==> src/rtl/cache_mem_arbiter.sv <==
// Shares one physical-memory port between the I-cache and D-cache miss paths, one line at a time.
// Define CACHE_ARB_RR_EN for round-robin tie-breaking; by default D wins every tie.
module cache_mem_arbiter #(
  parameter int ADDR_W = 16,
  parameter int LINE_W = 128
) (
  input  logic              clk,
  input  logic              rst_n,
  input  logic              i_mem_read,
  input  logic [ADDR_W-1:0] i_mem_address,
  output logic [LINE_W-1:0] i_mem_rdata,
  output logic              i_mem_resp,
  input  logic              d_mem_read,
  input  logic              d_mem_write,
  input  logic              d_mem_done,
  input  logic [ADDR_W-1:0] d_mem_address,
  input  logic [LINE_W-1:0] d_mem_wdata,
  output logic [LINE_W-1:0] d_mem_rdata,
  output logic              d_mem_resp,
  output logic              pmem_read,
  output logic              pmem_write,
  output logic [ADDR_W-1:0] pmem_address,
  output logic [LINE_W-1:0] pmem_wdata,
  input  logic [LINE_W-1:0] pmem_rdata,
  input  logic              pmem_resp
);

  typedef enum logic [1:0] {
    IDLE,
    SERVE_I,
    SERVE_D,
    D_HOLD
  } state_t;

  state_t state;
  state_t state_next;
  logic   d_pending;
  logic   tie_to_d;

  assign d_pending   = d_mem_read | d_mem_write;
  assign i_mem_rdata = pmem_rdata;
  assign d_mem_rdata = pmem_rdata;

`ifdef CACHE_ARB_RR_EN
  // last_grant is 1 when D took the most recent grant out of IDLE; D_HOLD re-grants leave it alone.
  logic last_grant;

  always_ff @(posedge clk or negedge rst_n) begin
    if (!rst_n) begin
      last_grant <= 1'b0;
    end else if (state == IDLE && state_next != IDLE) begin
      last_grant <= (state_next == SERVE_D);
    end
  end

  assign tie_to_d = ~last_grant;
`else
  assign tie_to_d = 1'b1;
`endif

  always_ff @(posedge clk or negedge rst_n) begin
    if (!rst_n) begin
      state <= IDLE;
    end else begin
      state <= state_next;
    end
  end

  // Requests are only driven while a SERVE state owns the port, so reset (forcing IDLE) silences pmem at once.
  always_comb begin
    state_next   = state;
    pmem_read    = 1'b0;
    pmem_write   = 1'b0;
    pmem_address = '0;
    pmem_wdata   = '0;
    i_mem_resp   = 1'b0;
    d_mem_resp   = 1'b0;
    case (state)
      IDLE: begin
        if (d_pending && (!i_mem_read || tie_to_d)) begin
          state_next = SERVE_D;
        end else if (i_mem_read) begin
          state_next = SERVE_I;
        end
      end
      SERVE_I: begin
        pmem_read    = i_mem_read;
        pmem_address = i_mem_address;
        i_mem_resp   = pmem_resp;
        if (pmem_resp) begin
          state_next = IDLE;
        end
      end
      SERVE_D: begin
        pmem_read    = d_mem_read;
        pmem_write   = d_mem_write;
        pmem_address = d_mem_address;
        pmem_wdata   = d_mem_wdata;
        d_mem_resp   = pmem_resp;
        if (pmem_resp) begin
          state_next = d_mem_write ? D_HOLD : IDLE;
        end
      end
      D_HOLD: begin
        if (d_mem_read) begin
          state_next = SERVE_D;
        end else if (!d_mem_done) begin
          state_next = IDLE;
        end
      end
      default: begin
        state_next = IDLE;
      end
    endcase
  end

endmodule

==> config.mk <==
export PLATFORM = sky130hd
export DESIGN_NAME = cache_mem_arbiter
export DESIGN_NICKNAME = d
export VERILOG_FILES = /design/src/rtl/cache_mem_arbiter.sv
export SDC_FILE = /design/constraint.sdc
export NUM_CORES = 1
export LEC_CHECK = 0
export ABC_AREA = 1
export CORE_AREA = 2 2 271 273
export CTS_BUF_LIST = sky130_fd_sc_hd__clkbuf_4 sky130_fd_sc_hd__clkbuf_8
export DETAILED_ROUTE_END_ITERATION = 10
export DIE_AREA = 0 0 273 275
export HOLD_SLACK_MARGIN = 0.12
export SYNTH_ARGS = -nofsm -noshare
export SYNTH_HDL_FRONTEND = slang
export SYNTH_SLANG_ARGS = --single-unit
==> constraint.sdc <==
create_clock -name clk -period 1.6 [get_ports clk]
set_input_delay 0.32 -clock clk [delete_from_list [all_inputs] [get_ports clk]]
set_output_delay 0.32 -clock clk [all_outputs]
set_load 0.005 [all_outputs]
==> flow_summary.rst, run 1 <==
.. list-table::
   :header-rows: 1

   * - Metric
     - Value
   * - Count of TritonRoute iterations in the first routing pass
     - 4
   * - Most common cell in the netlist
     - buf_4
   * - Fraction of power consumed by sequential logic
     - 0.8%
   * - Status
     - complete, but fails checks
   * - Fraction of synthesized cell area taken by the top area cell type
     - 55.8%
   * - Worst setup path category
     - flop to output port
   * - Count of flip-flops with a built-in enable after synthesis
     - 0
   * - Internal power
     - 6280 uW
   * - Primary flip-flop cell chosen by synthesis mapping
     - dfrtp_1
   * - Ratio of routed vias to standard cells
     - 2.35
   * - Number of antenna violations at the first check in global routing
     - 25
   * - Clock-pin slew on the worst setup and hold paths
     - 0.03 ns
   * - Type of the worst min-delay path
     - input pin to asynchronous set/reset pin
   * - Number of vias after detailed routing
     - 4026
   * - FF+latch count, synth
     - 2
   * - Worst max-slew margin expressed relative to the limit
     - 79.0%
   * - Met2 wire length
     - 12200 um
   * - Final worst hold slack
     - 0.293 ns
   * - Final routed DRC violation total
     - 0
   * - Combinational cell fraction of total power
     - 97.4%
   * - Total length of routed wires
     - 32800 um
   * - Wire length of the first global-routing pass
     - 39400 um
   * - Die area
     - 75100 um2
   * - Count of warnings emitted by yosys
     - 0
   * - Sinks on the clock net
     - 2
   * - Most numerous cell types in the synthesized netlist
     - 258 x buf_4, 177 x nand2_1, 138 x inv_1, 17 x a21oi_1, 13 x buf_2
   * - Violated checks
     - setup timing
   * - Number of cells on the worst reg-to-reg path
     - 11
   * - Switching share of power
     - 44.8%
   * - Core Rows
     - 99
   * - Final setup violation count
     - 150
   * - Layout-stage area growth over the synthesis result
     - 117%
   * - Final Cycle Share
     - 124%
   * - Starting utilization of the core area
     - 4.80%
   * - Critical Path Start Type
     - flop
   * - Measured slew at the worst slew-check pin
     - 0.314 ns
   * - Capturing point of the worst reg2reg path
     - state[0]
   * - Largest net degree at the start of global routing
     - 9
   * - Kind of end point of the critical path
     - output port
   * - Final setup slack of the worst path
     - -0.387 ns
   * - Leakage component of the power
     - 0.00392 uW
   * - Violation count after the first detailed-routing iteration
     - 95
   * - Final global-route overflow total
     - 0
   * - Die outline height
     - 275 um
   * - Overall power
     - 11400 uW
   * - Routed wl met3
     - 6420 um
   * - DP Cell Count
     - 1646
   * - CTS tree
     - done
   * - Arr. time, crit path
     - 1.67 ns
   * - Async set-reset flop share out of synthesis
     - 100%
   * - Launch point of the worst reg-to-reg path
     - state[1]
   * - Residual antenna-violating net count after detailed routing
     - 0
   * - Share of the yosys chip area belonging to registers
     - 1.44%
   * - Number of flip-flops under the largest register name
     - 2
   * - Core region area
     - 72300 um2
   * - Critical Path RT
     - 1.28 ns
   * - Synthesized Nets
     - 925
   * - Post-synthesis instance total
     - 625
   * - Critical Path, Cell by Cell
     - buf_6 > ha_4 > buf_12 > buf_12 > buf_16 > buf_6 > nand2_2 > inv_2 > buf_6
   * - Number of max-capacitance violations reported
     - 0
   * - Cell type of the slowest stage on the worst timing path
     - dfrtp_1
   * - Final non-filler cell area
     - 7530 um2
   * - # nets final
     - 1049
   * - Per-cell routed wire length
     - 19.2 um
   * - Largest cells by area after synthesis
     - buf_4 56%, nand2_1 19%, inv_1 15%
   * - Root cell of the clock tree
     - clkbuf_8
   * - Number of H-tree levels
     - 1
   * - Non-filler instance count after layout
     - 1710
   * - Fraction of final layout cells with drive strength greater than 1
     - 57.0%
   * - Clock period minus worst slack
     - 1.99 ns
   * - Source-to-sink clock delay at the later pin of the worst-skew pair
     - 0.21 ns
   * - Routed met1 length
     - 11300 um
   * - Top-Level Pins
     - 699
   * - Largest fanout of any net on the critical path
     - 8
   * - Largest registers ranked by flip-flop count
     - state x2
   * - Post-synth design cell area
     - 3470 um2
   * - Register with the most flip-flops
     - state
   * - Switching power total
     - 5100 uW
   * - Max frequency
     - 503 MHz
   * - Final count of hold timing violations
     - 0
   * - Clock network fraction of total power
     - 1.7%
   * - Largest area contributor in the netlist
     - buf_4
   * - Tot GR Track Use
     - 8.05%
   * - Slew Limit Fails
     - 0
   * - HPWL reported at the end of detailed placement
     - 25800 um
   * - Count of buffers inserted at the top-level ports
     - 314
   * - Largest stage delay on the critical path
     - 0.38 ns
   * - GPL Wtd Cong
     - 0.709
   * - Number of unique standard cell types used by synthesis
     - 14
   * - Average cell area after synthesis
     - 5.56 um2
   * - Area of placed instances
     - 6100 um2
   * - Post-route clock skew
     - 0.000180 ns
   * - Most frequent CP cell
     - buf_6
   * - Width of the die
     - 273 um
   * - RSZ-0062 raised after global routing
     - yes
   * - Max Used Layer
     - met5
   * - Maximum count of clock buffers along a single path
     - 2
   * - Pwr dens
     - 1510 nW/um2
   * - Count of filler cells inserted in the layout
     - 8429
   * - Via count of the first global-routing pass
     - 4046
   * - Largest vdd supply drop
     - 754 uV
   * - Number of buffers inserted during clock tree synthesis
     - 3
   * - Utilization after layout
     - 10.4%
   * - Setup slack, reg-to-reg
     - -0.22 ns
-- timing repair --
item / in CTS / in global routing
hold endpoints to repair: 0 / 0
setup endpoints to repair: 150 / 150
hold buffers: 0 / 0
pin swaps: 86 / 20
cloned: 15 / 0
resized for setup: 814 / 158
setup buffers: 46 / 10
-- critical path, delay by kind of cell (launching register included) --
kind          cells  cell delay [ns]
fa+ha+maj         1             0.18
buf+inv           7             0.82
flops             1             0.38
simple gates      1             0.06
-- worst max path at each step --
stage | startpoint | endpoint | slack (ns) | cells past startpoint
2_1_floorplan | state[0] | pmem_address[11] | 0.05 | 5
3_3_place_gp | state[0] | pmem_wdata[81] | -0.52 | 7
3_5_place_dp | state[0] | pmem_wdata[45] | -0.56 | 7
4_1_cts | state[1] | pmem_address[12] | -0.39 | 9
5_1_grt | state[1] | pmem_address[8] | -0.48 | 8
6_report | state[1] | pmem_wdata[70] | -0.39 | 9
-- power by group through the flow --
stage | sequential [uW] | clock, uW | combinational [uW]
final | 93.6 | 197 | 11100
after global routing | 98.9 | 215 | 12000
after global placement | 91.1 | 0 | 6800
after detailed placement | 93.6 | 0 | 6810
after CTS | 92.9 | 207 | 10700
after floorplan | 97.9 | 0 | 2650
-- per-layer routing --
layer	vias up	track usage [%]
met3	201	6.86
li1	1752	-
met4	24	5.71
met1	1670	8.30
met2	379	10.6
met5	-	0
-- layout by cell type, fill, tap and decap left out, types with 4 or more instances in the layout --
master           Yosys  routed
nand3_1              5       4
buf_12               0      19
inv_1              138      68
nand2_1            177      64
buf_6                3      96
buf_4              258      23
nand2_2              0      58
a21oi_1             17       7
diode_2              0       4
buf_8                0      10
buf_16               0      13
nand2_4              0      53
clkdlybuf4s50_1      0     166
a21oi_2              0       9
buf_2               13      61
inv_2                0      69
-- cells by family after synthesis --
logic type,share of synthesized area (%)
AO/OA/AOI/OAI,2.81
adder cells (fa/ha/maj),1.80
buffers and inverters,73.8
flip-flops,1.44
AND/OR/NAND/NOR,20.2
-- metrics by stage --
step / worst slack [ns] / setup TNS [ns]
finish: -0.387 / -40.72
CTS: -0.394 / -45.27
floorplan: 0.0510 / 0
global placement: -0.522 / -54.38
global route: -0.479 / -52.51
detailed placement: -0.557 / -57.17
-- cell type report --
cell class,count,area [um2],area share [%]
inverter,139,529,7.03
antenna,4,10.0,0.133
clock buffer,3,41.3,0.548
multi-input combinational,209,1540,20.4
sequential,2,50.0,0.665
tap,959,1200,15.9
timing repair buffer,394,4160,55.3
No activity file was read; power rests on OpenSTA's default activity.
==> inputs of run 2 (changes only) <==
Settings changed: SLEW_MARGIN set to 20.
Clock period 1.6 ns to 2 ns, I/O delays scaled along.
==> flow_summary.rst, run 2 (synthesis results as in run 1) <==
.. list-table::
   :header-rows: 1

   * - Metric
     - Value
   * - Maximum count of clock buffers along a single path
     - 2
   * - Hold buffer count at cts
     - 0
   * - Register with the most flip-flops
     - state
   * - Source-to-sink clock delay at the later pin of the worst-skew pair
     - 0.21 ns
   * - Leakage component of the power
     - 0.00413 uW
   * - Utilization after layout
     - 10.9%
   * - Sinks on the clock net
     - 2
   * - Clock-pin slew on the worst setup and hold paths
     - 0.03 ns
   * - Die area
     - 75100 um2
   * - Count of filler cells inserted in the layout
     - 8457
   * - Total length of routed wires
     - 32900 um
   * - Launch point of the worst reg-to-reg path
     - state[1]
   * - Residual antenna-violating net count after detailed routing
     - 0
   * - Number of buffers inserted during clock tree synthesis
     - 3
   * - Number of flip-flops under the largest register name
     - 2
   * - Violated checks
     - setup timing
   * - Count of buffers inserted at the top-level ports
     - 314
   * - Number of cells on the worst reg-to-reg path
     - 12
   * - Violation count after the first detailed-routing iteration
     - 77
   * - Final global-route overflow total
     - 0
   * - Final Cycle Share
     - 109%
   * - Combinational cell fraction of total power
     - 97.6%
   * - Critical Path Start Type
     - flop
   * - Type of the worst min-delay path
     - input pin to asynchronous set/reset pin
   * - Switching share of power
     - 43.5%
   * - Number of vias after detailed routing
     - 4077
   * - Cell type of the slowest stage on the worst timing path
     - dfrtp_1
   * - Final count of hold timing violations
     - 0
   * - Count of TritonRoute iterations in the first routing pass
     - 4
   * - Worst setup path category
     - flop to output port
   * - Post-route clock skew
     - 0.00157 ns
   * - Largest stage delay on the critical path
     - 0.39 ns
   * - HPWL reported at the end of detailed placement
     - 25900 um
   * - Most frequent CP cell
     - buf_12
   * - Kind of cell adding the most delay to the critical path
     - buffers and inverters
   * - Starting utilization of the core area
     - 4.80%
   * - Ratio of routed vias to standard cells
     - 2.36
   * - Final setup slack of the worst path
     - -0.173 ns
   * - Largest fanout of any net on the critical path
     - 5
   * - Critical Path, Cell by Cell
     - buf_6 > ha_4 > buf_12 > buf_12 > buf_16 > buf_12 > buf_6 > nand2_2 > inv_2 > buf_2
   * - Post-place setup slack
     - -0.232 ns
   * - Largest vdd supply drop
     - 566 uV
   * - Capturing point of the worst reg2reg path
     - state[1]
   * - Clock network fraction of total power
     - 1.6%
   * - Core Rows
     - 99
   * - # nets final
     - 1068
   * - Wire length of the first global-routing pass
     - 39600 um
   * - Layout-stage area growth over the synthesis result
     - 126%
   * - Measured slew at the worst slew-check pin
     - 0.224 ns
   * - Arr. time, crit path
     - 1.77 ns
   * - Kind of end point of the critical path
     - output port
   * - Most common library cell in the layout ignoring fill and taps
     - clkdlybuf4s50_1
   * - Worst max-slew margin expressed relative to the limit
     - 85.0%
   * - WP depth
     - 10
   * - GPL Wtd Cong
     - 0.708
   * - Final setup violation count
     - 106
   * - Core region area
     - 72300 um2
   * - Top-Level Pins
     - 699
   * - Per-cell routed wire length
     - 19.0 um
   * - Status
     - complete, but fails checks
   * - CTS tree
     - done
   * - Setup slack, reg-to-reg
     - 0.04 ns
   * - Number of antenna violations at the first check in global routing
     - 25
   * - Largest registers ranked by flip-flop count
     - state x2
   * - Internal power
     - 5460 uW
   * - Buffer and inverter count on the worst path
     - 8
   * - Tot GR Track Use
     - 8.07%
   * - Switching power total
     - 4210 uW
   * - Clock period minus worst slack
     - 2.17 ns
   * - Largest net degree at the start of global routing
     - 13
   * - Fraction of final layout cells with drive strength greater than 1
     - 59.8%
   * - Critical Path RT
     - 1.60 ns
   * - Number of max-capacitance violations reported
     - 0
   * - Width of the die
     - 273 um
   * - RSZ-0062 raised after global routing
     - yes
   * - Max frequency
     - 460 MHz
   * - Commonest cells after routing, fill and taps aside
     - 168 x clkdlybuf4s50_1, 111 x buf_6, 88 x inv_2, 74 x nand2_4, 65 x nand2_1
   * - Die outline height
     - 275 um
   * - Number of H-tree levels
     - 1
   * - Slew Limit Fails
     - 0
   * - Fraction of power consumed by sequential logic
     - 0.8%
   * - Root cell of the clock tree
     - clkbuf_8
   * - Via count of the first global-routing pass
     - 4065
   * - Pwr dens
     - 1230 nW/um2
   * - Final routed DRC violation total
     - 0
==> run 2: cell types whose count changed in the layout (fill, tap and decap cells not counted), moves of 6 or more <==
cell and change:
nand2_4 +21, nand2_2 -20, inv_1 -19, inv_2 +19, buf_6 +15, buf_2 -13
buf_12 +9, clkbuf_2 +7, buf_16 -6
==> run 2: worst max-delay path by stage <==
stage / start / end / slack (ns)
after CTS: state[1] / d_mem_resp / -0.29
after detailed placement: state[0] / pmem_wdata[38] / -0.23
after global routing: state[1] / pmem_wdata[75] / -0.23
after floorplan: state[0] / pmem_address[11] / 0.37
after global placement: state[0] / pmem_wdata[81] / -0.20
final: state[1] / pmem_wdata[75] / -0.17
==> run 2: cell type report <==
type                            instances  area, um2  share of cell area, %
Inverter                              139        526                   6.69
Timing Repair Buffer                  413       4430                   56.4
Antenna cell                            2       5.00                 0.0637
Sequential cell                         2       50.0                  0.637
Clock buffer                            3       41.3                  0.526
Multi-Input combinational cell        209       1610                   20.4
Tap cell                              959       1200                   15.3
==> run 2: through the flow <==
stage	setup TNS, ns	hold slack (ns)	std cells	area, um2	total power (uW)
floorplan	0	0.104	625	3470	2200
global placement	-10.98	0.582	1646	6090	5510
detailed placement	-13.31	0.585	1646	6090	5530
CTS	-12.82	0.366	1718	6950	8530
global route	-15.24	0.371	1725	7850	10500
finish	-7.23	0.367	1727	7850	9670
==> run 2: per-layer routing <==
layer / global-route usage [%] / part of all wire, % / wire [um] / vias to the layer above
li1: - / - / - / 1783
met1: 8.31 / 34 / 11200 / 1686
met2: 10.7 / 38 / 12500 / 370
met3: 6.82 / 19 / 6400 / 206
met4: 5.61 / 8.0 / 2620 / 32
met5: 0 / 0.59 / 195 / -
==> run 2: worst register-to-register path: cells and delay by family, from the launching register on <==
family	cells	cell delay [ns]
fa+ha+maj	1	0.19
simple gates	3	0.20
compound gates	1	0.15
flops	1	0.39
buf+inv	7	0.89
==> run 2: repair_timing <==
item | in CTS | in global routing
cloned | 11 | 1
buffers inserted | 62 | 17
setup endpoints to repair | 142 | 142
resized for setup | 639 | 361
endpoints found under the hold margin | 0 | 0
pin swaps | 33 | 79
==> run 2: power groups by stage <==
stage / sequential (uW) / clock (uW) / combinational [uW]
after global routing: 80.1 / 174 / 10200
after global placement: 73.1 / 0 / 5430
after detailed placement: 73.5 / 0 / 5460
after floorplan: 78.3 / 0 / 2120
final: 77.3 / 159 / 9430
after CTS: 76.9 / 166 / 8280
